## src/rtl/ov5640_frame_ctrl.sv

```systemverilog
// OV5640 frame capture controller: arms on a software start edge, frames capture on
// VSYNC, counts HREF lines and pixels per line, and flags frames whose geometry is off.
module ov5640_frame_ctrl #(
  parameter int EXP_LINES = 480,
  parameter int EXP_PIX   = 640
) (
  input  logic        clk,
  input  logic        rst_n,
  input  logic        start_i,
  input  logic        continuous_i,
  input  logic        abort_i,
  input  logic        cam_vsync_i,
  input  logic        cam_href_i,
  input  logic        pix_valid_i,
  output logic        capture_en_o,
  output logic        busy_o,
  output logic        frame_start_o,
  output logic        frame_done_o,
  output logic [11:0] line_cnt_o,
  output logic [11:0] pix_cnt_o,
  output logic        err_size_o
);

  localparam logic [11:0] EXP_LINES_W = 12'(EXP_LINES);
  localparam logic [11:0] EXP_PIX_W   = 12'(EXP_PIX);
  localparam logic [11:0] CNT_MAX     = 12'hFFF;

  typedef enum logic [1:0] {S_IDLE, S_ARMED, S_CAPTURE, S_DONE} state_e;

  state_e      state_q;
  logic        start_d1_q, vsync_d1_q, href_d1_q;
  logic        rdy_q;
  logic        mode_q;
  logic        capture_en_q, busy_q, frame_start_q, frame_done_q, err_size_q;
  logic [11:0] line_cnt_q, pix_cnt_q;
  logic [11:0] line_cnt_d, pix_cnt_d;
  logic        start_rise, vsync_rise, href_fall;

  // rdy_q masks the first cycle after reset so a start level held across
  // reset release is not mistaken for a fresh request.
  assign start_rise = start_i & ~start_d1_q & rdy_q;
  assign vsync_rise = cam_vsync_i & ~vsync_d1_q;
  assign href_fall  = ~cam_href_i & href_d1_q;

  assign line_cnt_d = (line_cnt_q == CNT_MAX) ? line_cnt_q : line_cnt_q + 12'd1;
  assign pix_cnt_d  = (pix_cnt_q  == CNT_MAX) ? pix_cnt_q  : pix_cnt_q  + 12'd1;

  always_ff @(posedge clk or negedge rst_n) begin
    if (!rst_n) begin
      start_d1_q <= 1'b0;
      vsync_d1_q <= 1'b0;
      href_d1_q  <= 1'b0;
      rdy_q      <= 1'b0;
    end else begin
      start_d1_q <= start_i;
      vsync_d1_q <= cam_vsync_i;
      href_d1_q  <= cam_href_i;
      rdy_q      <= 1'b1;
    end
  end

  always_ff @(posedge clk or negedge rst_n) begin
    if (!rst_n) begin
      state_q       <= S_IDLE;
      mode_q        <= 1'b0;
      capture_en_q  <= 1'b0;
      busy_q        <= 1'b0;
      frame_start_q <= 1'b0;
      frame_done_q  <= 1'b0;
      err_size_q    <= 1'b0;
      line_cnt_q    <= 12'd0;
      pix_cnt_q     <= 12'd0;
    end else begin
      frame_start_q <= 1'b0;
      frame_done_q  <= 1'b0;
      if (abort_i) begin
        // Abort wins over every edge this cycle; counters and error are kept for inspection.
        state_q      <= S_IDLE;
        capture_en_q <= 1'b0;
        busy_q       <= 1'b0;
      end else begin
        case (state_q)
          S_IDLE: begin
            if (start_rise) begin
              state_q    <= S_ARMED;
              mode_q     <= continuous_i;
              err_size_q <= 1'b0;
              busy_q     <= 1'b1;
            end
          end
          S_ARMED: begin
            if (vsync_rise) begin
              state_q       <= S_CAPTURE;
              capture_en_q  <= 1'b1;
              frame_start_q <= 1'b1;
              line_cnt_q    <= 12'd0;
              pix_cnt_q     <= 12'd0;
            end
          end
          S_CAPTURE: begin
            if (vsync_rise) begin
              frame_done_q <= 1'b1;
              if (line_cnt_q != EXP_LINES_W) err_size_q <= 1'b1;
              if (mode_q) begin
                frame_start_q <= 1'b1;
                line_cnt_q    <= 12'd0;
                pix_cnt_q     <= 12'd0;
              end else begin
                state_q      <= S_DONE;
                capture_en_q <= 1'b0;
                busy_q       <= 1'b0;
              end
            end else if (href_fall) begin
              line_cnt_q <= line_cnt_d;
              if (pix_cnt_q != EXP_PIX_W) err_size_q <= 1'b1;
              pix_cnt_q  <= 12'd0;
            end else if (pix_valid_i && cam_href_i) begin
              pix_cnt_q <= pix_cnt_d;
            end
          end
          S_DONE:  state_q <= S_IDLE;
          default: state_q <= S_IDLE;
        endcase
      end
    end
  end

  assign capture_en_o  = capture_en_q;
  assign busy_o        = busy_q;
  assign frame_start_o = frame_start_q;
  assign frame_done_o  = frame_done_q;
  assign line_cnt_o    = line_cnt_q;
  assign pix_cnt_o     = pix_cnt_q;
  assign err_size_o    = err_size_q;

endmodule

```

## config.mk

```make
export PLATFORM = sky130hd
export DESIGN_NAME = ov5640_frame_ctrl
export DESIGN_NICKNAME = d
export VERILOG_FILES = /design/src/rtl/ov5640_frame_ctrl.sv
export SDC_FILE = /design/constraint.sdc
export NUM_CORES = 1
export LEC_CHECK = 0
export ABC_AREA = 1
export CAP_MARGIN = 20
export CORE_ASPECT_RATIO = 1.75
export CORE_MARGIN = 8
export CORE_UTILIZATION = 58
export DETAILED_ROUTE_END_ITERATION = 10
export HOLD_SLACK_MARGIN = 0.1
export PLACE_DENSITY = 0.95
export RECOVER_POWER = 50
export REMOVE_ABC_BUFFERS = 1
export SYNTH_ARGS = -nofsm -noshare
export SYNTH_HDL_FRONTEND = slang
export SYNTH_SLANG_ARGS = --single-unit
export TNS_END_PERCENT = 10
```

## constraint.sdc

```tcl
create_clock -name clk -period 4.3 [get_ports clk]
set_input_delay 1.29 -clock clk [delete_from_list [all_inputs] [get_ports clk]]
set_output_delay 1.29 -clock clk [all_outputs]
set_load 0.01 [all_outputs]
```

After elaboration in Yosys (flattened, before gate mapping)
Index checks and enable logic that the tools add are counted.
{"block": "word_totals", "ff_bits": 36, "input_bits": 8}
{"block": "op_classes", "n_addsub": 2, "eq_ne": 20, "n_mux": 38, "bitwise_logic": 8, "reduce_logical": 13}
{"op": "12-bit two-way mux", "n": 9}
{"op": "12-bit case mux with 2 select lines", "n": 2}
{"op": "3-bit != test (second input constant)", "n": 9}
{"op": "12-bit by 1-bit adder with 12-bit output (second input constant)", "n": 2}
{"op": "12-bit == test (second input constant)", "n": 2}
{"op": "6-bit AND reduction", "n": 3}
{"op": "1-bit two-way mux", "n": 17}
{"op": "12-bit by 10-bit != test with 1-bit output (second input constant)", "n": 1}
{"op": "12-bit by 9-bit != test with 1-bit output (second input constant)", "n": 1}
{"op": "4-bit AND reduction", "n": 3}
{"op": "2-bit two-way mux", "n": 5}
{"op": "4-bit != test (second input constant)", "n": 2}
{"op": "1-bit case mux with 2 select lines", "n": 4}
{"op": "2-bit case mux with 4 select lines", "n": 1}
{"op": "3-bit nonzero test", "n": 2}
{"op": "1-bit AND", "n": 4}
{"op": "2-bit == test (second input constant)", "n": 2}
{"op": "2-bit != test (second input constant)", "n": 2}
{"op": "1-bit NOT", "n": 4}
{"op": "2-bit nonzero test", "n": 2}
{"op": "3-bit AND reduction", "n": 1}
{"op": "2-bit by 1-bit == test with 1-bit output (second input constant)", "n": 1}
{"op": "2-bit logical NOT", "n": 1}
{"op": "1-bit logical AND", "n": 1}

Longest topological paths before layout
Gate-level depths: netlist of run 1.
{"block": "logic_depth", "word_depth": 6, "ltp_mapped": 12}

Least setup slack after synthesis of run 1
No wires, ideal clock.
{"block": "synth_timing", "path_kind": "input-to-reg", "start": "input cam_href_i", "end": "register line_cnt_q[2] (netlist: line_cnt_o[2])", "setup_time_ps": 118, "arrival_time_ps": 2071, "slack_ps": 2111, "stages": 7, "path_cell_list": "nor2_1 -> nor2_4 -> nor2_1 -> nand2_4 -> buf_6 -> nand2_1 -> nand2_1"}
{"block": "synth_between", "elab_chain_cells": 4}
{"element": "start: declaration", "line_no": "13", "text": "input logic cam_href_i,"}
{"element": "1-bit NOT", "line_no": "43", "text": "assign href_fall = ~cam_href_i & href_d1_q;"}
{"element": "1-bit AND", "line_no": "43"}
{"element": "3-bit != test (no source line)"}
{"element": "6-bit AND reduction (no source line)"}
{"element": "end signal: assignment", "line_no": "114", "text": "line_cnt_q <= line_cnt_d;"}
{"element": "end: declaration", "line_no": "35", "text": "logic [11:0] line_cnt_q, pix_cnt_q;"}
Every way passes these cells.
A chain may end at the register's enable or synchronous reset.

==> results of run 1 <==
## power breakdown
part           leakage [nW]  internal, mW  total, mW  switching (mW)
registers             0.484         0.387      0.432          0.0447
clock network        0.0510         0.128      0.250           0.122
logic                 0.740         0.153      0.412           0.260
total                  1.28         0.667       1.09           0.426
## cell usage after synthesis
cell type and count:
a21boi_1 1, a21oi_1 5, buf_2 2, buf_4 1, buf_6 1, clkbuf_1 1
conb_1 1, dfrtp_1 36, ha_1 7, inv_1 37, inv_2 6, nand2_1 102
nand2_2 3, nand2_4 2, nand3_1 44, nand3_2 1, nand3b_1 3, nand4_1 7
nor2_1 23, nor2_2 2, nor2_4 5, nor3_1 7, o211ai_1 1, o21ai_0 6
o21ai_1 9, or2_2 1, xor2_1 7
## routing by layer
| layer | track usage, % | wire, µm |
|---|---|---|
| met1 | 20.3 | 2250 |
| met3 | 4.20 | 267 |
| met4 | 8.12 | 165 |
| met5 | 0 | 0 |
| met2 | 35.1 | 3050 |
## cells by family after synthesis
| kind of cell | count (synthesis) | share of synthesized area (%) |
|---|---|---|
| flops | 36 | 39.5 |
| simple gates | 200 | 40.2 |
| other cells | 1 | 0.164 |
| compound gates | 22 | 5.05 |
| xor+xnor | 7 | 2.69 |
| buf+inv | 48 | 8.51 |
| fa+ha+maj | 7 | 3.84 |
## cell type report
type | instances | area [µm²]
Multi-Input combinational cell | 237 | 1170
Fill cell | 319 | 1080
Sequential cell | 36 | 901
Timing Repair Buffer | 37 | 364
Inverter | 43 | 161
Clock buffer | 6 | 82.6
Tap cell | 48 | 60.1
Clock inverter | 2 | 10.0
## path summary, 6_finish.rpt
check	end	cells past startpoint
min in group asynchronous	capture_en_o	2
hold / removal	err_size_o	2
hold reg to reg	err_size_o	2
max in group clk	pix_cnt_o[11]	8
setup reg to reg	pix_cnt_o[11]	9
setup / recovery	pix_cnt_o[6]	2
## metrics by stage
step | hold slack, ps | power [mW]
finish | 526 | 1.09
global route | 562 | 1.17
CTS | 535 | 1.11
detailed placement | 516 | 0.848
global placement | 503 | 0.839
floorplan | 528 | 0.689
==> summary.txt, run 1 <==
Outcome
  – Outcome: finished with violations
  – Failing checks: max-capacitance violations, max-slew violations

STA
  – Clk_skew: 8.12 ps
  – Slew headroom: -28.8%
  – Max Clock Freq: 315 MHz
  – RSZ-0062 raised after global routing: false
  – Tmin final: 3180 ps
  – TNS Setup: 0 ps
  – Final setup viols: 0
  – Post-route setup slack: 1120 ps
  – Max-slew violation count: 37
  – Worst-margin pin slew: 1930 ps
  – Final hold viol count: 0
  – Period utilization: 73.9%

Finish
  – Finished Layout Cells: 409
  – Finished Cell Area: 2750 µm²
  – Most common cell after layout, fill and taps aside: nand2_1
  – Final core utilization: 71.8%
  – Share of cells above drive strength 1: 7.20%
  – Layout Nets: 375
  – Ant. Diodes: 0
  – Most frequent cells in the layout: nand2_1 (103), nand3_1 (44), inv_1 (37)
  – Area grow syn2layout: 20.6%

Floorplan
  – Core area: 3830 µm²
  – Die ar.: 6270 µm²
  – Starting Density: 59.5%
  – DIE WIDTH: 63.4 µm
  – Num rows: 30
  – I/O Pins: 37
  – Die Y: 98.9 µm

Synthesis
  – Share of the synthesized area in the top cell type: 39.5%
  – Synth top area cells: dfrtp_1 (40%), nand2_1 (17%), nand3_1 (9.7%)
  – Netlist cell types: 27
  – Syn Std Cell Area: 2280 µm²
  – Yosys reg bits: 36
  – Syn_area_per_cell: 7.10 µm²
  – Leading area contributor after synthesis: dfrtp_1
  – Yosys warning count: 0
  – Post-synthesis sequential area ratio: 39.5%
  – Syn Inst Count: 321

Critical path
  – Setup crit start: rst_n
  – Peak per-stage delay on the critical path: 1380 ps
  – Critical-path top delay cell: clkbuf_1
  – Cell family with most CP delay: buffers and inverters
  – Critical path required time: 4320 ps
  – CP Data Arrival Time: 3200 ps
  – Crit path launch type: input port
  – Buf/Inv on CP: 2
  – Setup CP Type: input port to asynchronous set/reset pin
  – CP max FO: 36
  – Worst r2r src: state_q[0]
  – R2R setup slack: 2100 ps
  – Crit-path cells: dlygate4sd3_1, clkbuf_1
  – Crit end category: asynchronous set/reset pin

GRT
  – Initial antenna violation count: 0
  – Gr usage total: 19.2%
  – Largest net degree at the start of global routing: 37
  – Total gr overflow: 0
  – First-pass GRT wire length: 9900 µm
  – Vias in the first global route: 2208

Job
  – Max-Cap Viols: 1

Clock network
  – Total CTS buffers: 5
  – Hold-fix buffers, CTS: 0
  – Longest Clk Path Bufs: 2
  – CTS tree: yes
  – Clock Sinks: 36
  – Skew-Pair Late Insertion Delay: 290 ps
  – Clk pin slew, worst setup/hold paths: 70 ps
  – H-tree levels: 2
  – Count of cells resized by post-cts repair: 0
  – Clock root cell: clkbuf_8
  – Post-CTS Setup Inserts: 0

Placement
  – Post-DP Area: 2680 µm²
  – Final HPWL from detailed placement: 4200 µm
  – Post-placement worst setup slack: 1070 ps
  – Dpl cells: 401
  – Port Buffers: 36
  – Routability Congestion: 0.931

Min path
  – Min-delay src: err_size_o
  – HP Class: flip-flop to flip-flop

Pwr
  – Pleak: 1.28 nW
  – Maximum VDD drop: 0.327 mV
  – Pwr dens: 398 nW/µm²

Detailed routing
  – Final WL: 5720 µm
  – First-pass DRT Iterations: 5
  – DR vias/cell: 5.37
  – Post-DRT Antenna Nets: 0
  – DR vias: 2195
  – WL/cell: 14.0 µm
  – Detailed Route Iter0 Violations: 136
  – DRC: 0
Power figures use the tool's default switching activity.
==> run 2, diff against run 1 <==
CORE_UTILIZATION = 53   (was 58)
PLACE_DENSITY = 0.91   (was 0.95)
clock period = 3 ns   (was 4.3 ns; I/O delays follow)
==> run 2 against run 1 <==
Net effect: the run now ends clean; non-clock buffer count increased by 1; clock power rose by 48%; worst hold slack better by 0.62 ps; first-iteration DRC count is 40% higher; routed wire length is 0.56% lower; sequential cell count unchanged; final area up 0.96%; critical path depth rose by 7; sequential power rose by 44%; via count grew 2.0%; setup slack lost 770 ps; critical path type is now input port to flip-flop; highest routed layer unchanged.
==> summary.txt, run 2 (synthesized netlist as in run 1, its figures left out) <==
Outcome
  – Outcome: finished, final reports clean

Placement
  – Routability Congestion: 0.944 (+1.4%)
  – Final HPWL from detailed placement: 4280 µm (+1.7%)
  – Port Buffers: 36 (unchanged)
  – Dpl cells: 403 (+0.50%)

Detailed routing
  – First-pass DRT Iterations: 4 (-1)
  – DR vias: 2239 (+2.0%)
  – DRC: 0 (unchanged)
  – Final WL: 5690 µm (-0.56%)
  – DR vias/cell: 5.45 (+1.5%)
  – WL/cell: 13.8 µm (-1.0%)
  – Detailed Route Iter0 Violations: 191 (+40%)
  – Post-DRT Antenna Nets: 0 (unchanged)

Finish
  – Final core utilization: 66.9% (-4.9 points)
  – Finished Layout Cells: 411 (+0.49%)
  – Area grow syn2layout: 21.7%
  – Share of cells above drive strength 1: 8.01% (+0.81 points)
  – Ant. Diodes: 0 (unchanged)
  – Most common cell after layout, fill and taps aside: nand2_1
  – Most frequent cells in the layout: nand2_1 (102), nand3_1 (44), inv_1 (37)
  – Layout Nets: 376 (+0.27%)

STA
  – Clk_skew: 6.48 ps (-1.64 ps)
  – Max-slew violation count: 0 (-100%)
  – TNS Setup: 0 ps (unchanged)
  – Final setup viols: 0 (unchanged)
  – Worst-margin pin slew: 902 ps (-1030 ps)
  – Final hold viol count: 0 (unchanged)
  – Max Clock Freq: 378 MHz
  – Tmin final: 2650 ps
  – Period utilization: 88.3%
  – Slew headroom: 39.9% (+69 points)
  – RSZ-0062 raised after global routing: false

Clock network
  – Count of cells resized by post-cts repair: 0 (unchanged)
  – Total CTS buffers: 5 (unchanged)
  – Skew-Pair Late Insertion Delay: 290 ps (about the same)
  – Longest Clk Path Bufs: 2 (unchanged)
  – Clk pin slew, worst setup/hold paths: 80 ps (about the same)
  – Post-CTS Setup Inserts: 0 (unchanged)
  – H-tree levels: 2 (unchanged)
  – Clock root cell: clkbuf_8
  – CTS tree: yes
  – Hold-fix buffers, CTS: 0 (unchanged)
  – Clock Sinks: 36 (unchanged)

Pwr
  – Maximum VDD drop: 0.516 mV (+58%)
  – P_int: 0.961 mW (+44%)
  – Switch Pwr: 0.625 mW (+47%)
  – Sequential Power Share: 39.2% (-0.3 points)
  – Pwr dens: 571 nW/µm² (+44%)
  – Pleak: 1.29 nW (+0.90%)
  – Pwr Total: 1.59 mW (+45%)
  – Power share of the clock group: 23.4% (+0.6 points)
  – Sw Ratio: 39.4% (+0.43 points)
  – Combinational power share: 37.4% (-0.3 points)

Floorplan
  – Num rows: 31 (+3.3%)
  – DIE WIDTH: 65.6 µm (+3.4%)
  – Core area: 4150 µm² (+8.4%)
  – Die ar.: 6740 µm² (+7.4%)
  – Die Y: 103 µm (+3.9%)
  – Starting Density: 54.9% (-4.6 points)
  – I/O Pins: 37 (unchanged)

Critical path
  – Critical path required time: 3190 ps (-1130 ps)
  – CP Data Arrival Time: 2840 ps (-360 ps)
  – R2R setup slack: 720 ps (-1380 ps)
  – CP max FO: 12 (-67%)
  – Crit path launch type: input port
  – Setup CP Type: input port to flip-flop
  – Crit end category: flip-flop

GRT
  – First-pass GRT wire length: 10000 µm (+1.1%)
  – Gr usage total: 18.5% (-0.69 points)
  – Initial antenna violation count: 0 (unchanged)
  – Total gr overflow: 0 (unchanged)
  – Vias in the first global route: 2354 (+6.6%)
  – Largest net degree at the start of global routing: 37 (unchanged)

Min path
  – HP Class: flip-flop to flip-flop

Job
  – Max-Cap Viols: 0 (-1)
[run 2: critical path: stages]
cell and delay [ps]:
dlygate4sd3_1 610, inv_1 120, nor2_4 70, nand3_1 80, nand3_1 90, a21oi_1 710
nand2_1 110, nand2_1 100, inv_1 40
[run 2: final cells by class]
class	instances	area, µm²
clock buffers	7	86.3
clock inverters	1	7.51
fillers	349	1380
inverters	43	161
multi-input cells	237	1180
flip-flops and latches	36	901
well taps	49	61.3
repair buffers	38	373
[run 2: stage by stage]
stage	instance area [µm²]	setup slack (ps)	hold WS [ps]
after global routing	2780	78.2	579
after detailed placement	2680	106	520
after floorplan	2250	970	528
after global placement	2680	188	507
final	2780	352	526
after CTS	2780	432	531
[run 2: worst paths after layout]
kind	startpoint	end	cells past startpoint
max	cam_vsync_i	pix_cnt_o[9]	9
min	err_size_o	err_size_o	2
max reg2reg	state_q[0]	pix_cnt_o[9]	9
min reg2reg	err_size_o	err_size_o	2
max in group asynchronous	rst_n	busy_o	2
min in group asynchronous	rst_n	line_cnt_o[9]	2
[run 2: metal layers]
layer	wire [µm]	track usage (%)	part of all wire, %
met5	0	0	0
met2	3060	33.3	54
met3	318	4.24	5.6
met1	2160	18.9	38
met4	155	11.0	2.7
[run 2: power groups by stage]
stage	clock network (mW)	logic [mW]	registers (mW)
after floorplan	0	0.348	0.639
after global placement	0	0.588	0.627
after detailed placement	0	0.597	0.631
after CTS	0.373	0.602	0.622
after global routing	0.398	0.663	0.633
final	0.371	0.593	0.622
==> run 3, diff against run 2 <==
CAP_MARGIN = default   (was 20)
CORE_UTILIZATION = 35   (was 53)
PLACE_DENSITY = 0.68   (was 0.91)
SKIP_LAST_GASP = 1   (was default)
==> run 3 against run 2 <==
Net effect: register-to-register slack lost 40 ps; via count shrank 3.2%; maximum frequency shrank 1.2%; final area grew 2.9%; core utilization shrank 23 points; first-iteration DRC count shrank 26%; combinational power shrank 2%; worst hold slack lost 4.5 ps; highest routed layer unchanged.
==> summary.txt, run 3 (synthesized netlist as in run 1, its figures left out) <==
Clock network
  – Hold-fix buffers, CTS: 0 (unchanged)
  – Longest Clk Path Bufs: 2 (unchanged)
  – Clk pin slew, worst setup/hold paths: 50 ps (-30 ps)
  – Skew-Pair Late Insertion Delay: 280 ps (about the same)
  – Post-CTS Setup Inserts: 0 (unchanged)
  – Clock root cell: clkbuf_16
  – Count of cells resized by post-cts repair: 0 (unchanged)
  – Clock Sinks: 36 (unchanged)
  – H-tree levels: 2 (unchanged)
  – Total CTS buffers: 5 (unchanged)
  – CTS tree: yes

STA
  – Period utilization: 89.3% (+1.1 points)
  – Worst-margin pin slew: 900 ps (-1.80 ps)
  – Slew headroom: 40.0% (+0.12 points)
  – RSZ-0062 raised after global routing: false
  – Tmin final: 2680 ps (+32.2 ps)
  – Final setup viols: 0 (unchanged)
  – Post-route setup slack: 320 ps (-32.2 ps)
  – Hold WS: 522 ps (-4.49 ps)
  – TNS Setup: 0 ps (unchanged)
  – Max-slew violation count: 0 (unchanged)
  – Max Clock Freq: 373 MHz (-1.2%)
  – Clk_skew: 3.22 ps (-3.26 ps)
  – Final hold viol count: 0 (unchanged)

GRT
  – Initial antenna violation count: 0 (unchanged)
  – Largest net degree at the start of global routing: 37 (unchanged)
  – Gr usage total: 12.3% (-6.3 points)
  – Total gr overflow: 0 (unchanged)
  – First-pass GRT wire length: 9440 µm (-5.7%)
  – Vias in the first global route: 2125 (-9.7%)

Floorplan
  – I/O Pins: 37 (unchanged)
  – Num rows: 39 (+26%)
  – Starting Density: 35.4% (-20 points)
  – Die Y: 123 µm (+19%)
  – Core area: 6440 µm² (+55%)
  – DIE WIDTH: 77.0 µm (+17%)
  – Die ar.: 9450 µm² (+40%)

Finish
  – Share of cells above drive strength 1: 7.76% (-0.25 points)
  – Most common cell after layout, fill and taps aside: nand2_1
  – Most frequent cells in the layout: nand2_1 (102), nand3_1 (44), inv_1 (37)
  – Layout Nets: 375 (-0.27%)
  – Area grow syn2layout: 25.3%
  – Final core utilization: 44.3% (-23 points)
  – FILL cells: 660 (+89%)
  – Ant. Diodes: 0 (unchanged)
  – Finished Cell Area: 2860 µm² (+2.9%)

Detailed routing
  – DR vias: 2168 (-3.2%)
  – WL/cell: 13.0 µm (-6.1%)
  – DR vias/cell: 4.89 (-10%)
  – First-pass DRT Iterations: 4 (unchanged)
  – Detailed Route Iter0 Violations: 141 (-26%)
  – DRC: 0 (unchanged)
  – Post-DRT Antenna Nets: 0 (unchanged)
  – Final WL: 5760 µm (+1.2%)
  – Highest routed layer: met4
  – Met2 WL post-DR: 3030 µm (-0.79%)
  – WL met1: 2220 µm (+2.7%)
  – Met3 routed WL: 264 µm (-17%)

Placement
  – Port Buffers: 36 (unchanged)
  – Final HPWL from detailed placement: 4310 µm (+0.74%)
  – Post-placement worst setup slack: 115 ps (+9.16 ps)
  – Post-DP Area: 2720 µm² (+1.3%)
  – Routability Congestion: 0.838 (-11%)

Critical path
  – R2R setup slack: 680 ps (-40 ps)
  – R2R cell count: 9 (unchanged)
  – Worst r2r src: state_q[0]
  – CP Data Arrival Time: 2860 ps (+20 ps)
  – Crit end category: flip-flop
  – Crit path launch type: input port
  – Setup CP Type: input port to flip-flop
  – CP max FO: 12 (unchanged)
  – Reg2reg end: pix_cnt_o[9]
  – Crit path to: pix_cnt_o[9]
  – Critical path required time: 3170 ps (-20 ps)
  – Setup crit start: cam_href_i

Pwr
  – Maximum VDD drop: 0.291 mV (-44%)
  – Pleak: 1.31 nW (+1.7%)
  – Pwr dens: 604 nW/µm² (+5.7%)

Job
  – Max-Cap Viols: 0 (unchanged)

Min path
  – HP Class: flip-flop to flip-flop

Outcome
  – Outcome: finished, final reports clean
==> run 3: cell types whose count changed in the layout (fill, tap and decap cells not counted), moves of 2 or more <==
| cell | delta |
|---|---|
| dlygate4sd3_1 | -2 |
| clkbuf_16 | +5 |
| clkdlybuf4s50_1 | +2 |
| clkinv_2 | +2 |
| clkbuf_8 | -5 |
==> run 3: worst max-delay path, stage by stage <==
cell and delay (ps):
dlygate4sd3_1 580, nor2_1 250, nor2_4 120, a21oi_1 720, nand2_1 130, nand2_1 110
inv_1 40
==> run 3: per-stage QoR <==
step / total power [mW] / std cells
2_1_floorplan: 0.987 / 316
3_3_place_gp: 1.22 / 435
3_5_place_dp: 1.22 / 435
4_1_cts: 1.76 / 443
5_1_grt: 1.84 / 443
6_report: 1.73 / 443
==> run 3: final cells by class <==
| cell class | count | area [µm²] | area share, % |
|---|---|---|---|
| Timing Repair Buffer | 37 | 365 | 12.8 |
| Clock buffer | 6 | 139 | 4.86 |
| Multi-Input combinational cell | 237 | 1180 | 41.2 |
| Inverter | 43 | 161 | 5.65 |
| Tap cell | 82 | 103 | 3.59 |
| Clock inverter | 2 | 10.0 | 0.350 |
| Sequential cell | 36 | 901 | 31.5 |
==> run 3: worst min path at each step <==
stage,cells after the start,slack (ps),to,from
floorplan,3,530,mode_q,start_d1_q
global placement,2,510,busy_o,busy_o
detailed placement,2,520,busy_o,busy_o
CTS,2,540,busy_o,busy_o
global route,2,550,capture_en_o,capture_en_o
finish,2,520,busy_o,busy_o
==> run 3: report_power, final <==
| group | switching (mW) | total (mW) | internal [mW] |
|---|---|---|---|
| combinational | 0.363 | 0.579 | 0.216 |
| sequential | 0.0656 | 0.621 | 0.555 |
| clock | 0.199 | 0.526 | 0.327 |
==> run 3: per-layer routing <==
metal  track usage, %  vias to the layer above
met4             9.14                        0
met5                0                        -
li1                 -                     1094
met2             22.6                       53
met1             11.7                     1005
met3             2.57                       16
